## config.mk

```make
export PLATFORM = sky130hd
export DESIGN_NAME = alien_bomb_ctrl_flat
export DESIGN_NICKNAME = d
export VERILOG_FILES = /design/src/rtl/alien_bomb_ctrl_if.sv /design/src/rtl/alien_bomb_ctrl.sv /design/src/flat_wrapper.sv
export SDC_FILE = /design/constraint.sdc
export NUM_CORES = 1
export LEC_CHECK = 0
export ABC_CLOCK_PERIOD_IN_PS = 4050
export CORE_MARGIN = 2
export CORE_UTILIZATION = 50
export DETAILED_ROUTE_END_ITERATION = 10
export PLACE_DENSITY = 0.86
export SETUP_SLACK_MARGIN = 0.02
export SYNTH_ARGS = -nofsm -noshare
export SYNTH_HDL_FRONTEND = slang
export SYNTH_SLANG_ARGS = --single-unit
```

## constraint.sdc

```tcl
create_clock -name Clk -period 4.05 [get_ports Clk]
set_input_delay 0.6075 -clock Clk [delete_from_list [all_inputs] [get_ports Clk]]
set_output_delay 0.6075 -clock Clk [all_outputs]
set_load 0.05 [all_outputs]
```

## src/rtl/alien_bomb_ctrl_if.sv

```systemverilog
// Playfield-to-enemy-fire bundle: formation/player positions in, bomb slots and lives out.
interface alien_bomb_ctrl_if #(
  parameter int NumBombs = 3
);
  logic                    Tick;
  logic                    Clear;
  logic [8:0]              Aliens_Row;
  logic [9:0]              Aliens_Col;
  logic [49:0]             Aliens_Grid;
  logic [8:0]              Player_Row;
  logic [9:0]              Player_Col;
  logic [9*NumBombs-1:0]   Bomb_Rows;
  logic [10*NumBombs-1:0]  Bomb_Cols;
  logic [NumBombs-1:0]     Bomb_Active;
  logic                    Player_Hit;
  logic [1:0]              Lives;
  logic                    Game_Over;

  // Game side: supplies geometry and strobes, consumes bomb state.
  modport master (
    output Tick, Clear, Aliens_Row, Aliens_Col, Aliens_Grid, Player_Row, Player_Col,
    input  Bomb_Rows, Bomb_Cols, Bomb_Active, Player_Hit, Lives, Game_Over
  );

  // Enemy-fire controller side.
  modport slave (
    input  Tick, Clear, Aliens_Row, Aliens_Col, Aliens_Grid, Player_Row, Player_Col,
    output Bomb_Rows, Bomb_Cols, Bomb_Active, Player_Hit, Lives, Game_Over
  );
endinterface

```

## src/rtl/alien_bomb_ctrl.sv

```systemverilog
// Enemy-fire controller: picks a random column, drops a bomb from its lowest
// living alien, moves bombs each frame, and tracks player hits and lives.
//
// state    | meaning
// ---------+-------------------------------------------------------------
// S_IDLE   | count Ticks toward the next fire attempt; wait for a free slot
// S_SELECT | draw LFSR nibbles until one names a valid column (0-9)
// S_SEARCH | walk the chosen column from the bottom row up, one row per cycle
// S_LAUNCH | load the lowest free slot with the alien's bomb position
module alien_bomb_ctrl #(
  parameter int          NumBombs     = 3,
  parameter int          FireInterval = 24,
  parameter int          BombSpeed    = 6,
  parameter int          InitLives    = 3,
  parameter logic [7:0]  LfsrSeed     = 8'hA5,
  parameter int          AlienWidth   = 30,
  parameter int          AlienHeight  = 20,
  parameter int          AlienPitchX  = 40,
  parameter int          AlienPitchY  = 30,
  parameter int          PlayerWidth  = 30,
  parameter int          PlayerHeight = 20,
  parameter int          BombWidth    = 4,
  parameter int          BombHeight   = 8
) (
  input logic               Clk,
  input logic               Reset,
  alien_bomb_ctrl_if.slave  bus
);

  localparam int              CntW   = (FireInterval > 1) ? $clog2(FireInterval) : 1;
  localparam logic [CntW-1:0] CntMax = CntW'(FireInterval - 1);

  typedef enum logic [1:0] {S_IDLE, S_SELECT, S_SEARCH, S_LAUNCH} state_t;

  state_t              r_state;
  logic [CntW-1:0]     r_cnt;
  logic [3:0]          r_col;
  logic [2:0]          r_row;
  logic [7:0]          r_lfsr;
  logic [8:0]          r_bomb_row [NumBombs];
  logic [9:0]          r_bomb_col [NumBombs];
  logic [NumBombs-1:0] r_active;
  logic                r_hit;
  logic [1:0]          r_lives;
  logic                r_game_over;

  logic [NumBombs-1:0]   w_hit_vec;
  logic [9:0]            w_moved [NumBombs];
  logic                  w_hit_any;
  logic                  w_go_next;
  logic                  w_abort;
  logic                  w_any_free;
  logic [1:0]            w_free_idx;
  logic [CntW-1:0]       w_cnt_next;
  logic                  w_launch;
  logic [8:0]            w_launch_row;
  logic [9:0]            w_launch_col;
  logic [5:0]            w_grid_idx;
  logic [9*NumBombs-1:0]  w_rows;
  logic [10*NumBombs-1:0] w_cols;

  // Per-slot overlap against the player (pre-move position) and next row.
  always_comb begin
    w_hit_vec = '0;
    for (int i = 0; i < NumBombs; i++) begin
      w_moved[i]   = {1'b0, r_bomb_row[i]} + 10'(BombSpeed);
      w_hit_vec[i] = bus.Tick && r_active[i] &&
        ({1'b0, r_bomb_col[i]} < {1'b0, bus.Player_Col} + 11'(PlayerWidth)) &&
        ({1'b0, r_bomb_col[i]} + 11'(BombWidth) > {1'b0, bus.Player_Col}) &&
        ({1'b0, r_bomb_row[i]} < {1'b0, bus.Player_Row} + 10'(PlayerHeight)) &&
        ({1'b0, r_bomb_row[i]} + 10'(BombHeight) > {1'b0, bus.Player_Row});
    end
  end

  // Lowest-index free slot; scanning downward leaves the smallest index last.
  always_comb begin
    w_any_free = 1'b0;
    w_free_idx = '0;
    for (int i = NumBombs - 1; i >= 0; i--) begin
      if (!r_active[i]) begin
        w_any_free = 1'b1;
        w_free_idx = 2'(i);
      end
    end
  end

  // Saturating fire-interval count for this cycle.
  always_comb begin
    if (bus.Tick && r_cnt != CntMax) w_cnt_next = r_cnt + CntW'(1);
    else                             w_cnt_next = r_cnt;
  end

  // Pack slot registers onto the flat output buses.
  always_comb begin
    w_rows = '0;
    w_cols = '0;
    for (int i = 0; i < NumBombs; i++) begin
      w_rows[i*9 +: 9]   = r_bomb_row[i];
      w_cols[i*10 +: 10] = r_bomb_col[i];
    end
  end

  // Several simultaneous overlaps still count as one hit.
  assign w_hit_any    = (|w_hit_vec) && !bus.Clear && !r_game_over;
  assign w_go_next    = w_hit_any && (r_lives == 2'd1);
  assign w_abort      = bus.Clear || r_game_over || w_go_next;
  assign w_launch     = (r_state == S_LAUNCH) && !w_abort;
  assign w_grid_idx   = 6'(int'(r_row) * 10 + int'(r_col));
  assign w_launch_col = bus.Aliens_Col +
                        10'(int'(r_col) * AlienPitchX + AlienWidth / 2 - BombWidth / 2);
  assign w_launch_row = bus.Aliens_Row + 9'(int'(r_row) * AlienPitchY + AlienHeight);

  assign bus.Bomb_Rows   = w_rows;
  assign bus.Bomb_Cols   = w_cols;
  assign bus.Bomb_Active = r_active;
  assign bus.Player_Hit  = r_hit;
  assign bus.Lives       = r_lives;
  assign bus.Game_Over   = r_game_over;

  // Free-running column randomiser; only reset stops it.
  always_ff @(posedge Clk) begin
    if (Reset) r_lfsr <= LfsrSeed;
    else       r_lfsr <= {r_lfsr[6:0], r_lfsr[7] ^ r_lfsr[5] ^ r_lfsr[4] ^ r_lfsr[3]};
  end

  // Fire-attempt sequencer: interval count, column pick, bottom-up search.
  always_ff @(posedge Clk) begin
    if (Reset) begin
      r_state <= S_IDLE;
      r_cnt   <= '0;
      r_col   <= '0;
      r_row   <= '0;
    end else if (w_abort) begin
      r_state <= S_IDLE;
      r_cnt   <= '0;
    end else begin
      case (r_state)
        S_IDLE: begin
          r_cnt <= w_cnt_next;
          if (w_cnt_next == CntMax && w_any_free) r_state <= S_SELECT;
        end
        S_SELECT: begin
          if (r_lfsr[3:0] <= 4'd9) begin
            r_col   <= r_lfsr[3:0];
            r_row   <= 3'd4;
            r_state <= S_SEARCH;
          end
        end
        S_SEARCH: begin
          if (bus.Aliens_Grid[w_grid_idx]) begin
            r_state <= S_LAUNCH;
          end else if (r_row == 3'd0) begin
            r_state <= S_IDLE;
            r_cnt   <= '0;
          end else begin
            r_row <= r_row - 3'd1;
          end
        end
        S_LAUNCH: begin
          r_state <= S_IDLE;
          r_cnt   <= '0;
        end
        default: r_state <= S_IDLE;
      endcase
    end
  end

  // Bomb slots, hit pulse, lives and the terminal game-over freeze.
  always_ff @(posedge Clk) begin
    if (Reset) begin
      r_active    <= '0;
      r_hit       <= 1'b0;
      r_lives     <= 2'(InitLives);
      r_game_over <= 1'b0;
      for (int i = 0; i < NumBombs; i++) begin
        r_bomb_row[i] <= 9'd500;
        r_bomb_col[i] <= '0;
      end
    end else begin
      r_hit <= 1'b0;
      if (!r_game_over) begin
        if (bus.Clear) begin
          r_active <= '0;
          for (int i = 0; i < NumBombs; i++) r_bomb_row[i] <= 9'd500;
        end else begin
          if (w_hit_any) begin
            r_hit   <= 1'b1;
            r_lives <= r_lives - 2'd1;
            if (w_go_next) r_game_over <= 1'b1;
          end
          for (int i = 0; i < NumBombs; i++) begin
            if (w_go_next || w_hit_vec[i]) begin
              r_active[i]   <= 1'b0;
              r_bomb_row[i] <= 9'd500;
            end else if (r_active[i] && bus.Tick) begin
              if (w_moved[i] >= 10'd480) begin
                r_active[i]   <= 1'b0;
                r_bomb_row[i] <= 9'd500;
              end else begin
                r_bomb_row[i] <= w_moved[i][8:0];
              end
            end else if (w_launch && int'(w_free_idx) == i) begin
              r_active[i]   <= 1'b1;
              r_bomb_row[i] <= w_launch_row;
              r_bomb_col[i] <= w_launch_col;
            end
          end
        end
      end
    end
  end

endmodule

```

## src/flat_wrapper.sv

```systemverilog
// flat-port wrapper written by rule: the top's interface ports become plain ports
module alien_bomb_ctrl_flat 
#(
  parameter int          NumBombs     = 3,
  parameter int          FireInterval = 24,
  parameter int          BombSpeed    = 6,
  parameter int          InitLives    = 3,
  parameter logic [7:0]  LfsrSeed     = 8'hA5,
  parameter int          AlienWidth   = 30,
  parameter int          AlienHeight  = 20,
  parameter int          AlienPitchX  = 40,
  parameter int          AlienPitchY  = 30,
  parameter int          PlayerWidth  = 30,
  parameter int          PlayerHeight = 20,
  parameter int          BombWidth    = 4,
  parameter int          BombHeight   = 8
)
  (Clk, Reset, bus_Tick, bus_Clear, bus_Aliens_Row, bus_Aliens_Col, bus_Aliens_Grid, bus_Player_Row, bus_Player_Col, bus_Bomb_Rows, bus_Bomb_Cols, bus_Bomb_Active, bus_Player_Hit, bus_Lives, bus_Game_Over);
  alien_bomb_ctrl_if #(.NumBombs(NumBombs)) bus_i ();
  input logic Clk;
  input logic Reset;
  input wire logic [$bits(bus_i.Tick)-1:0] bus_Tick;
  input wire logic [$bits(bus_i.Clear)-1:0] bus_Clear;
  input wire logic [$bits(bus_i.Aliens_Row)-1:0] bus_Aliens_Row;
  input wire logic [$bits(bus_i.Aliens_Col)-1:0] bus_Aliens_Col;
  input wire logic [$bits(bus_i.Aliens_Grid)-1:0] bus_Aliens_Grid;
  input wire logic [$bits(bus_i.Player_Row)-1:0] bus_Player_Row;
  input wire logic [$bits(bus_i.Player_Col)-1:0] bus_Player_Col;
  output wire logic [$bits(bus_i.Bomb_Rows)-1:0] bus_Bomb_Rows;
  output wire logic [$bits(bus_i.Bomb_Cols)-1:0] bus_Bomb_Cols;
  output wire logic [$bits(bus_i.Bomb_Active)-1:0] bus_Bomb_Active;
  output wire logic [$bits(bus_i.Player_Hit)-1:0] bus_Player_Hit;
  output wire logic [$bits(bus_i.Lives)-1:0] bus_Lives;
  output wire logic [$bits(bus_i.Game_Over)-1:0] bus_Game_Over;
  assign bus_i.Tick = bus_Tick;
  assign bus_i.Clear = bus_Clear;
  assign bus_i.Aliens_Row = bus_Aliens_Row;
  assign bus_i.Aliens_Col = bus_Aliens_Col;
  assign bus_i.Aliens_Grid = bus_Aliens_Grid;
  assign bus_i.Player_Row = bus_Player_Row;
  assign bus_i.Player_Col = bus_Player_Col;
  assign bus_Bomb_Rows = bus_i.Bomb_Rows;
  assign bus_Bomb_Cols = bus_i.Bomb_Cols;
  assign bus_Bomb_Active = bus_i.Bomb_Active;
  assign bus_Player_Hit = bus_i.Player_Hit;
  assign bus_Lives = bus_i.Lives;
  assign bus_Game_Over = bus_i.Game_Over;
  alien_bomb_ctrl #(.NumBombs(NumBombs), .FireInterval(FireInterval), .BombSpeed(BombSpeed), .InitLives(InitLives), .LfsrSeed(LfsrSeed), .AlienWidth(AlienWidth), .AlienHeight(AlienHeight), .AlienPitchX(AlienPitchX), .AlienPitchY(AlienPitchY), .PlayerWidth(PlayerWidth), .PlayerHeight(PlayerHeight), .BombWidth(BombWidth), .BombHeight(BombHeight)) u_core (.Clk(Clk), .Reset(Reset), .bus(bus_i));
endmodule
```

* Yosys cells after proc, flatten, opt, wreduce, memory -nomap -nowiden *
Memory sizes are Yosys's and may differ from the RTL's.
Index checks and enable logic that the tools add are counted.

operators by class
  equal/unequal tests = 17
  reduce and logical (&&, ||, !) cells = 51
  bitwise gates (word level) = 24
  add/subtract/negate cells = 20
  $mul = 3
  multiplexer cells = 141
  $lt $le $gt $ge = 17

operator list
  cell                     number
  $mux W9                  15
  $mux W1                  105
  $add A10 B3 Y11 const B  3
  $gt A11 B10 Y1           3
  $lt A10 B11 Y1           3
  $add A9 B3 Y10 const B   3
  $add A9 B4 Y10 const B   3
  $ge A10 B9 Y1 const B    3
  $gt A10 B9 Y1            3
  $lt A9 B10 Y1            3
  $mux W10                 3
  $logic_and A1 B1 Y1      24
  $reduce_and A3 Y1        7
  $or A1 B1 Y1             18
  $mux W5                  3
  $pmux W5 S3              1
  $mux W2                  7
  $mux W3                  4
  $ne A4 B3 Y1 const B     3
  $reduce_bool A4 Y1       3
  $add A10 B5 Y11 const B  1
  $add A10 B10 Y10         1
  $add A10 B5 Y10 const B  1
  $add A9 B5 Y10 const B   1
  other kinds (33)         52

word-level totals
  logic and storage cells = 286
  output and inout bits = 64
  flip-flop bits (word level) = 29
  input bits = 92
  memories = 2
  bits in writable memories = 57

memories
  name               depth  width  rd ports  clocked after Yosys merged registers in  wr ports  RTL line               source
  u_core.r_bomb_col  3      10     3         0                                        3         alien_bomb_ctrl.sv:41  logic [9:0] r_bomb_col [NumBombs];
  u_core.r_bomb_row  3      9      3         0                                        3         alien_bomb_ctrl.sv:40  logic [8:0] r_bomb_row [NumBombs];

* Logic depth before layout (Yosys ltp) *
Gate-level depths: netlist (run 1).

  depth after elaboration = 22
  depth in mapped cells = 18
  depth with buffers taken out = 16

* Worst setup path before layout (run 1) *
Ideal clock, no wire load.

  path kind = register -> register
  start = memory u_core.r_bomb_col[1][6], in the netlist u_core.r_bomb_col[0][16]
  end = memory u_core.r_bomb_row[2][1] (enable)
  path buffers = 1
  data required time = 3666 ps
  period minus slack after synthesis = 4330 ps
  stages on the path, launching flop included = 16
  setup time = 384 ps
  data arrival time = 3946 ps
  setup slack = -280 ps
  cell sequence = edfxtp_1 and3_1 nand3_1 or2_2 xnor2_1 ha_1 nand3_1 a211oi_1 or4_1 o32a_1 nand4_1 o211ai_4 a21oi_2 buf_2 a221oi_1 o21ai_0

RTL lines
  what                RTL line
  start: declaration  alien_bomb_ctrl.sv:41
  end: declaration    alien_bomb_ctrl.sv:40

==> results of run 1 <==
[power breakdown]
| part | total [W] | switching (W) | internal (W) | leakage, nW |
|---|---|---|---|---|
| clock | 0.000890 | 0.000347 | 0.000542 | 0.158 |
| sequential | 0.00100 | 0.0000396 | 0.000961 | 0.754 |
| combinational | 0.000787 | 0.000412 | 0.000375 | 4.15 |
| total | 0.00268 | 0.000799 | 0.00188 | 5.06 |
[cell usage in the layout (no fill, tap or decap), types with 22 or more instances in the layout]
master,n
a21oi_1,54
buf_4,87
clkdlybuf4s50_1,154
dfxtp_1,29
edfxtp_1,57
ha_1,163
inv_1,81
nand2_1,56
nand3_1,39
nor2_1,41
nor3_1,22
o21ai_0,25
xnor2_1,51
xor2_1,32
[logic make-up (layout without fill, tap and decap cells)]
group                    count (synthesis)  after routing  synth area share, %
adder cells (fa/ha/maj)                170            170                 24.4
XOR/XNOR                                85             85                 8.38
multiplexers                            23             23                 4.29
AO/OA/AOI/OAI                          225            225                 17.6
buffers and inverters                  102            342                 4.45
AND/OR/NAND/NOR                        253            253                 15.0
flip-flops                              86             86                 25.8
[metrics by stage]
stage	TNS (ns)	std cells
floorplan	0	944
global placement	-19.94	1390
detailed placement	-36.62	1390
CTS	0	1406
global route	-0.649	1409
finish	0	1409
[metal layers]
metal  global-route usage [%]  routed length [um]
met1                     35.1               10200
met2                     48.8               13100
met3                     2.94                2070
met4                     11.2                1060
met5                        0                   0
[final cells by class]
cell class | count | area (um^2) | share of cell area (%)
clock buffer | 9 | 225 | 1.91
clock inverter | 7 | 95.1 | 0.808
inverter | 81 | 304 | 2.58
multi-input combinational | 756 | 6310 | 53.7
sequential | 86 | 2290 | 19.5
tap | 225 | 282 | 2.39
timing repair buffer | 245 | 2250 | 19.1
[synthesized netlist by cell type, types with 3 or more instances]
library cell	instances
edfxtp_1	57
o2111ai_1	4
a21boi_0	3
o211ai_1	13
o31ai_1	4
a21oi_1	54
nor2b_1	18
xor2_1	32
nand3b_1	3
a31o_2	3
a21o_1	16
o21bai_1	8
nor2_1	43
nor4_4	3
buf_2	7
a22o_1	7
clkbuf_1	13
nand4_1	16
and3_1	10
mux2i_1	10
o21a_1	7
o32ai_1	4
nor3_1	26
ha_1	164
o21ai_0	28
a2111oi_0	4
or2_2	6
and2_1	10
a31oi_1	10
nand3_1	41
inv_1	81
and4_1	5
fa_1	6
o22ai_1	4
dfxtp_1	29
xnor2_1	53
a22oi_1	20
nand2_1	56
a211oi_1	11
mux4_2	12
[state kept, by name, summed over array words and instances (netlist names), 2 cells and up]
register,count
u_core.bus.Bomb_Active,3
u_core.bus.Lives,2
u_core.r_bomb_col,30
u_core.r_bomb_row,27
u_core.r_cnt,5
u_core.r_col,4
u_core.r_lfsr,8
u_core.r_row,3
u_core.r_state,2
[worst max-delay path, stage by stage]
cell             delay, ns
clkdlybuf4s50_1       0.47
inv_1                 0.06
ha_2                  0.19
nand3_2               0.11
and3_4                0.21
nand3_2               0.09
xnor2_2               0.23
ha_1                  0.28
buf_4                 0.14
buf_4                 0.13
o2bb2ai_1             0.11
a22oi_1               0.20
nand4_1               0.21
o211ai_4              0.18
a21oi_4               0.14
and4_1                0.26
buf_6                 0.15
a22o_1                0.24
[worst max path at each step]
| stage | cells after the start | start | slack [ns] | endpoint |
|---|---|---|---|---|
| after floorplan | 15 | u_core.r_bomb_col[0][16] | 0.10 | u_core.r_bomb_row[2][1] |
| after global placement | 17 | bus_Player_Col[2] | -0.29 | u_core.r_bomb_col[0][0] |
| after detailed placement | 16 | bus_Player_Col[2] | -0.44 | u_core.r_bomb_row[1][4] |
| after CTS | 17 | bus_Player_Col[2] | 0.01 | u_core.r_bomb_row[1][5] |
| after global routing | 18 | bus_Player_Col[1] | -0.08 | u_core.r_bomb_row[1][3] |
| final | 18 | bus_Player_Col[1] | 0.12 | u_core.r_bomb_row[0][3] |
[repair_timing]
item / CTS / global route
hold buffers: 0 / 0
gates resized for setup: 5 / 25
buffers inserted: 0 / 3
endpoints found under the setup margin: 43 / 116
pin swaps: 0 / 12
==> impl_metrics.csv, run 1 <==
group,metric,value,unit
outcome,outcome,"completed",
sta,slew_viol_final,0,
grt,grt_pass1_vias,8333,
placed_design,place_area,0.0113,mm^2
worst_hold_path,timing.hold.worst.class,"flop to flop",
drt,first_pass_iters,8,
final_layout,area_delta_synth_final,32.4,%
drt,routedWlPerCell,18.8,um
sta,grt_setup_unrepaired,"true",
setup_path,worstPathArrival,4.02,ns
drt,drt_first_iter_violations,710,
clock_network,clock_tree_from_tritoncts,"yes",
placed_design,portBuffers,155,
synthesis,yosysUniqueCellTypes,73,
drt,antenna_left,0,
synthesis,synth_enable_flop_cells,57,
floorplan,core.rowCount,48,
clock_network,clock_pin_slew_on_the_worst_setup_and_hold_paths,0.06,ns
synthesis,synth_fp_nets,1206,
setup_path,cp-end-kind,"flop",
grt,grt_start_max_net_pins,21,
sta,tightest_pin_transition,0.818,ns
synthesis,synthTopCellsByArea,"ha_1, edfxtp_1, dfxtp_1",
floorplan,die_ar,0.0189,mm^2
clock_network,cts_max_level,3,
sta,fmax,255,MHz
worst_hold_path,hold_start,"u_core.r_lfsr[6]",
sta,report.final.hold_viol_count,0,
pwr,worst_ir_drop_vdd,187,uV
grt,grt_first_pass_wirelength,41200,um
floorplan,floorplan.initialDensity,51.2,%
synthesis,postSynth.topFlopCell,"edfxtp_1",
floorplan,core_region,0.0174,mm^2
sta,timing.final.crit_share,97.0,%
setup_path,critPathKind,"input pin to flop",
pwr,total_power,0.00268,W
grt,gr-total-overflow,0,
placed_design,preCtsSetupSlack,-0.442,ns
final_layout,drive_above_1_share,13.5,%
grt,gr-usage-all-layers,27.9,%
synthesis,synthesis.yosys.warnings,0,
final_layout,fillCellCount,1249,
synthesis,yosysSeqAreaShare,25.8,%
setup_path,r2r_start,"u_core.r_bomb_col[0][13]",
pwr,power.leakage,5.06,nW
synthesis,syn-mean-instance-area,9.41,um^2
clock_network,clock_latency_at_the_later_pin_of_the_worst_skew_pair,0.34,ns
synthesis,netlist.area_leader.share,23.1,%
setup_path,worst_path_required_time,4.14,ns
synthesis,postSynth.asyncResetShare,0,%
clock_network,clock-root-buffer,"clkbuf_16",
sta,slew_headroom,45.3,%
clock_network,cts.path.max_buffers,2,
worst_hold_path,whs_path_depth,1,
sta,final_period_minus_worst_setup_slack,3.93,ns
sta,worst_clock_skew,0.00607,ns
final_layout,finalNetCount,1441,
sta,final_critical_path_setup_slack,0.121,ns
final_layout,final_area,0.0118,mm^2
floorplan,boundaryPins,156,
drt,detail_route.drc_violations,0,
job,maximum_capacitance_violations,0,
drt,avgViaCountPerCell,6.10,
setup_path,reg2reg_setup_slack,0.17,ns
setup_path,ff2ff_path_depth,15,
drt,finalWirelength,26500,um
floorplan,die_width,137,um
synthesis,number_of_flip_flops_and_latches_in_the_synthesized_netlist,86,
synthesis,synth.cell_area,0.00889,mm^2
pwr,cellPowerDensity,228,mW/mm^2
setup_path,regToRegEndpoint,"u_core.r_bomb_col[0][5]",
placed_design,dp_hpwl,21200,um
grt,antenna_found_initial,0,
drt,via_count,8599,
sta,whs,0.417,ns
synthesis,most_area_hungry_cell_type_in_the_yosys_netlist,"ha_1",
clock_network,clock_sinks,86,
worst_hold_path,whs_endpoint,"u_core.r_lfsr[7]",
setup_path,timing.critical_path.fanout_max,9,
clock_network,tritoncts.num_buffers,9,
placed_design,finalWeightedCongestion,0.984,
setup_path,setup_crit_start_kind,"input pin",
final_layout,post-route-util,67.8,%
floorplan,fp.dieH,137,um
sta,finalSetupViolCount,0,
synthesis,post_synth_inst_count,944,
final_layout,n_antenna_cell,0,
Power figures use the tool's default switching activity.
==> run 2, diff against run 1 <==
Settings changed: CTS_BUF_LIST from default to sky130_fd_sc_hd__clkbuf_4 sky130_fd_sc_hd__clkbuf_8.
==> run 2 against run 1 <==
Net effect: non-clock buffer count grew 2; critical path depth down 2; sequential power is essentially flat; wire length is 1.7% lower; via count is 1.1% lower; count of clock-buffer cells in the layout is the same; final area is 0.70% lower; critical endpoint is now u_core.r_bomb_row[2][6].
==> impl_metrics.csv, run 2 (same netlist as run 1, synthesis figures left out) <==
group,metric,value,unit
placed_design,placed_cells,1390,
drt,drt_first_iter_violations,725,
setup_path,cp-end-kind,"flop",
clock_network,cts_max_level,3,
drt,detail_route.drc_violations,0,
clock_network,cts_hold_repair.buffers,0,
floorplan,die_ar,0.0189,mm^2
floorplan,core.rowCount,48,
final_layout,layout.cells.most_common,"ha_1",
final_layout,drive_above_1_share,13.5,%
pwr,p_clk_share,27.2,%
floorplan,boundaryPins,156,
grt,grt_start_max_net_pins,21,
floorplan,die_width,137,um
final_layout,flip_flop_count_of_the_largest_register_all_copies_and_words_added,30,
floorplan,core_region,0.0174,mm^2
setup_path,ff2ff_path_depth,16,
grt,gr-usage-all-layers,27.4,%
floorplan,fp.dieH,137,um
setup_path,critPathKind,"input pin to flop",
drt,first_pass_iters,6,
sta,final_critical_path_setup_slack,0.0791,ns
clock_network,clock_tree_from_tritoncts,"yes",
grt,grt_first_pass_wirelength,40500,um
pwr,p_comb_share,32.1,%
sta,slew_viol_final,0,
final_layout,most-common-layout-cells,"ha_1, clkdlybuf4s50_1, buf_4",
sta,slew_headroom,46.9,%
worst_hold_path,timing.hold.worst.class,"flop to flop",
grt,gr-total-overflow,0,
sta,tightest_pin_transition,0.793,ns
sta,timing.final.crit_share,98.0,%
placed_design,portBuffers,155,
sta,worst_clock_skew,0.00847,ns
placed_design,place_area,0.0113,mm^2
pwr,worst_ir_drop_vdd,156,uV
final_layout,final_area,0.0117,mm^2
sta,finalSetupViolCount,0,
pwr,p_seq_share,40.7,%
final_layout,post-route-util,67.3,%
pwr,power.leakage,5.03,nW
setup_path,r2r_start,"u_core.r_bomb_col[0][13]",
clock_network,tritoncts.num_buffers,9,
drt,avgViaCountPerCell,6.03,
placed_design,dp_hpwl,21200,um
final_layout,regMostFlops,"u_core.r_bomb_col",
setup_path,worst_path_required_time,4.14,ns
grt,grt_pass1_vias,8344,
final_layout,area_delta_synth_final,31.4,%
setup_path,timing.critical_path.fanout_max,8,
sta,fmax,252,MHz
final_layout,finalNetCount,1443,
setup_path,worstPathArrival,4.06,ns
setup_path,setup_crit_start_kind,"input pin",
floorplan,floorplan.initialDensity,51.2,%
drt,via_count,8506,
final_layout,fillCellCount,1265,
clock_network,clock_latency_at_the_later_pin_of_the_worst_skew_pair,0.37,ns
job,maximum_capacitance_violations,0,
pwr,cellPowerDensity,210,mW/mm^2
final_layout,final_cell_count_without_fillers,1411,
worst_hold_path,hold_start,"u_core.r_lfsr[6]",
final_layout,n_antenna_cell,0,
sta,final_period_minus_worst_setup_slack,3.97,ns
drt,antenna_left,0,
pwr,internal_power_summed_over_all_cells,0.00169,W
sta,report.final.hold_viol_count,0,
clock_network,clock_sinks,86,
pwr,total_power,0.00245,W
clock_network,clock-root-buffer,"clkbuf_8",
worst_hold_path,whs_path_depth,1,
outcome,outcome,"completed",
drt,finalWirelength,26000,um
placed_design,preCtsSetupSlack,-0.442,ns
setup_path,timing.critical_path.from,"bus_Player_Col[4]",
pwr,power.net_switching,0.000766,W
clock_network,clock_pin_slew_on_the_worst_setup_and_hold_paths,0.08,ns
final_layout,top_regs,"u_core.r_bomb_col (30), u_core.r_bomb_row (27), u_core.r_lfsr (8)",
drt,routedWlPerCell,18.4,um
grt,antenna_found_initial,0,
placed_design,finalWeightedCongestion,0.984,
clock_network,cts.path.max_buffers,2,
pwr,power_switching_share,31.2,%
==> run 2: power by group through the flow <==
stage          logic (W)  clock network, W  registers (W)
2_1_floorplan   0.000369                 0        0.00108
3_3_place_gp    0.000733                 0        0.00102
3_5_place_dp    0.000760                 0        0.00102
4_1_cts         0.000768          0.000664       0.000997
5_1_grt         0.000859          0.000700        0.00100
6_report        0.000786          0.000666       0.000999
==> run 2: final timing paths <==
kind                                  end  slack [ns]
hold / removal           u_core.r_lfsr[7]        0.42
setup / recovery  u_core.r_bomb_row[2][6]        0.08
setup reg to reg  u_core.r_bomb_row[0][4]        0.22
hold reg to reg          u_core.r_lfsr[7]        0.42
==> run 2: critical path, cell delays in order <==
cell and delay, ns:
clkdlybuf4s50_1 0.48, nor4_4 0.39, nor2_1 0.10, xnor2_1 0.15, buf_4 0.15, ha_1 0.31, a21oi_1 0.15, nand2_1 0.08
a211oi_1 0.43, nor4_4 0.09, buf_4 0.15, o21ai_1 0.26, and2_2 0.27, a221oi_4 0.06, o21ai_2 0.22, buf_12 0.16
==> run 2: stage by stage <==
| stage | setup TNS (ns) | hold slack, ns |
|---|---|---|
| floorplan | 0 | 0.389 |
| global placement | -19.94 | 0.393 |
| detailed placement | -36.62 | 0.400 |
| CTS | 0 | 0.422 |
| global route | -0.722 | 0.425 |
| finish | 0 | 0.423 |
==> run 2: routing by layer <==
metal  share of wire, %  track usage [%]  vias to the layer above
met2                 49             48.1                      457
met5                  0                0                        -
met4                4.2             11.3                        0
met1                 39             33.9                     3953
li1                   -                -                     4008
met3                8.5             3.64                       88
==> run 2: what timing repair did <==
item,4_1_cts,5_1_grt
pin swaps,1,12
setup endpoints to repair,42,114
gates resized for setup,3,26
buffers inserted,1,4
==> run 2: final cells by class <==
class | instances | area (um^2) | share of cell area [%]
tap | 225 | 282 | 2.41
clock buffer | 9 | 124 | 1.06
inverter | 81 | 304 | 2.60
sequential | 86 | 2290 | 19.6
clock inverter | 7 | 95.1 | 0.814
timing repair buffer | 247 | 2280 | 19.5
multi-input combinational | 756 | 6310 | 54.0
==> run 3, diff against run 2 <==
==> constraint.sdc (replaced) <==
create_clock -name Clk -period 4.05 [get_ports Clk]
set_input_delay 0.6075 -clock Clk [delete_from_list [all_inputs] [get_ports Clk]]
set_output_delay 0.6075 -clock Clk [all_outputs]
set_load 0.1 [all_outputs]
==> run 3 against run 2 <==
Net effect: maximum frequency shrank 0.93%; flip-flop and latch count unchanged; sequential share of layout area up 0.055 points; clock skew grew 0.0097 ns; critical endpoint is now u_core.r_bomb_row[0][0]; highest routed layer unchanged.
==> impl_metrics.csv, run 3 (same netlist as run 1, synthesis figures left out) <==
group,metric,value,unit
worst_hold_path,hold_start,"u_core.r_lfsr[6]",
placed_design,portBuffers,155,
grt,grt_start_max_net_pins,17,
final_layout,multiInputGateArea,0.00633,mm^2
clock_network,clock_sinks,86,
setup_path,ff2ff_path_depth,15,
sta,slew_headroom,28.5,%
sta,whs,0.429,ns
sta,fmax,249,MHz
setup_path,cp-end-kind,"flop",
floorplan,core_region,0.0174,mm^2
floorplan,floorplan.initialDensity,51.2,%
grt,grt_pass1_vias,8267,
placed_design,place_area,0.0113,mm^2
setup_path,worst_path_required_time,4.11,ns
clock_network,clock-root-buffer,"clkbuf_8",
sta,tightest_pin_transition,1.07,ns
clock_network,clock_pin_slew_on_the_worst_setup_and_hold_paths,0.09,ns
setup_path,r2r_start,"u_core.r_bomb_col[0][2]",
floorplan,boundaryPins,156,
setup_path,timing.critical_path.fanout_max,6,
drt,detail_route.drc_violations,0,
clock_network,cts_max_level,3,
pwr,power.leakage,5.00,nW
setup_path,reg2reg_setup_slack,0.30,ns
sta,finalSetupViolCount,0,
final_layout,area_delta_synth_final,31.1,%
pwr,total_power,0.00260,W
sta,worst_clock_skew,0.0182,ns
clock_network,tritoncts.num_buffers,9,
worst_hold_path,whs_endpoint,"u_core.r_lfsr[7]",
sta,grt_setup_unrepaired,"true",
pwr,worst_ir_drop_vdd,131,uV
final_layout,layout.area.seq,0.00229,mm^2
final_layout,flip_flop_count_of_the_largest_register_all_copies_and_words_added,30,
drt,via_count,8413,
grt,grt_first_pass_wirelength,40500,um
floorplan,die_ar,0.0189,mm^2
final_layout,drive_above_1_share,13.2,%
sta,report.final.hold_viol_count,0,
setup_path,setup_crit_start_kind,"input pin",
floorplan,core.rowCount,48,
floorplan,die_width,137,um
setup_path,regToRegEndpoint,"u_core.r_bomb_row[0][0]",
job,maximum_capacitance_violations,0,
final_layout,top_regs,"u_core.r_bomb_col (30), u_core.r_bomb_row (27), u_core.r_lfsr (8)",
final_layout,fillCellCount,1333,
final_layout,finalNetCount,1435,
final_layout,regMostFlops,"u_core.r_bomb_col",
grt,gr-total-overflow,0,
worst_hold_path,timing.hold.worst.class,"flop to flop",
sta,timing.final.crit_share,99.0,%
placed_design,finalWeightedCongestion,0.942,
drt,avgViaCountPerCell,6.00,
drt,antenna_left,0,
final_layout,most-common-layout-cells,"ha_1, clkdlybuf4s50_1, buf_4",
drt,finalWirelength,25700,um
worst_hold_path,whs_path_depth,1,
setup_path,critPathKind,"input pin to flop",
floorplan,fp.dieH,137,um
clock_network,cts_hold_repair.buffers,0,
drt,drt_first_iter_violations,619,
clock_network,clock_tree_from_tritoncts,"yes",
grt,antenna_found_initial,0,
setup_path,worstPathArrival,4.07,ns
sta,final_period_minus_worst_setup_slack,4.01,ns
drt,first_pass_iters,5,
final_layout,layout.cells.most_common,"ha_1",
sta,slew_viol_final,0,
clock_network,clock_latency_at_the_later_pin_of_the_worst_skew_pair,0.38,ns
placed_design,dp_hpwl,21300,um
final_layout,post-route-util,67.1,%
pwr,cellPowerDensity,223,mW/mm^2
outcome,outcome,"completed",
final_layout,n_antenna_cell,0,
clock_network,cts.path.max_buffers,2,
grt,gr-usage-all-layers,27.5,%
final_layout,final_area,0.0116,mm^2
sta,fin_tns_setup,0,ns
drt,routedWlPerCell,18.3,um
## run 3: changes by cell type in the layout (fill, tap and decap cells not counted), moves of 2 or more
cell    before  now
buf_12       2    0
buf_4       88   82
ha_1       162  164
ha_2         2    0
## run 3: cell type report
class                           instances  area share [%]
Clock inverter                          7            1.08
Tap cell                              225            2.42
Clock buffer                            9            1.06
Multi-Input combinational cell        756            54.3
Sequential cell                        86            19.7
Timing Repair Buffer                  239            18.8
Inverter                               81            2.61
## run 3: routing by layer
layer,global-route usage [%],wire (um)
met5,0,0
met4,11.8,986
met3,5.33,2070
met2,47.2,12500
met1,33.7,10200
## run 3: what timing repair did
| action | in CTS | in global routing |
|---|---|---|
| setup endpoints to repair | 6 | 111 |
| pin swaps | 0 | 6 |
| setup buffers | 0 | 2 |
| gates cloned | 0 | 0 |
| resized for setup | 1 | 18 |
## run 3: worst max-delay path by stage
stage | start | endpoint | slack, ns | depth (start not counted)
after floorplan | u_core.r_bomb_col[0][12] | u_core.r_bomb_row[2][1] | -0.16 | 15
after global placement | bus_Player_Col[2] | u_core.r_bomb_row[0][8] | -0.26 | 15
after detailed placement | bus_Player_Col[2] | u_core.r_bomb_col[0][25] | -0.38 | 16
after CTS | bus_Player_Col[2] | u_core.r_bomb_row[0][0] | 0.04 | 18
after global routing | bus_Player_Col[1] | u_core.r_bomb_row[0][0] | -0.02 | 18
final | bus_Player_Col[1] | u_core.r_bomb_row[0][0] | 0.04 | 18
## run 3: power breakdown
part / switching (W) / internal [W] / total (W)
sequential: 0.0000399 / 0.000960 / 0.00100
combinational: 0.000480 / 0.000364 / 0.000844
clock: 0.000340 / 0.000418 / 0.000758
## run 3: worst max-delay path, stage by stage
cell	delay [ns]
clkdlybuf4s50_1	0.47
inv_1	0.06
ha_1	0.22
nand3_2	0.11
and3_4	0.21
nand3_1	0.13
xnor2_2	0.25
ha_1	0.27
and4_1	0.18
o21ai_0	0.07
o2bb2ai_1	0.10
a22oi_1	0.22
nand4_1	0.23
o211ai_4	0.21
buf_6	0.15
nand2_2	0.06
and3_2	0.26
nor3_1	0.26
## run 3: through the flow
stage	setup WS, ns	cells
after CTS	0.0405	1401
after floorplan	-0.158	944
final	0.0417	1403
after global placement	-0.257	1385
after detailed placement	-0.375	1385
after global routing	-0.0201	1403
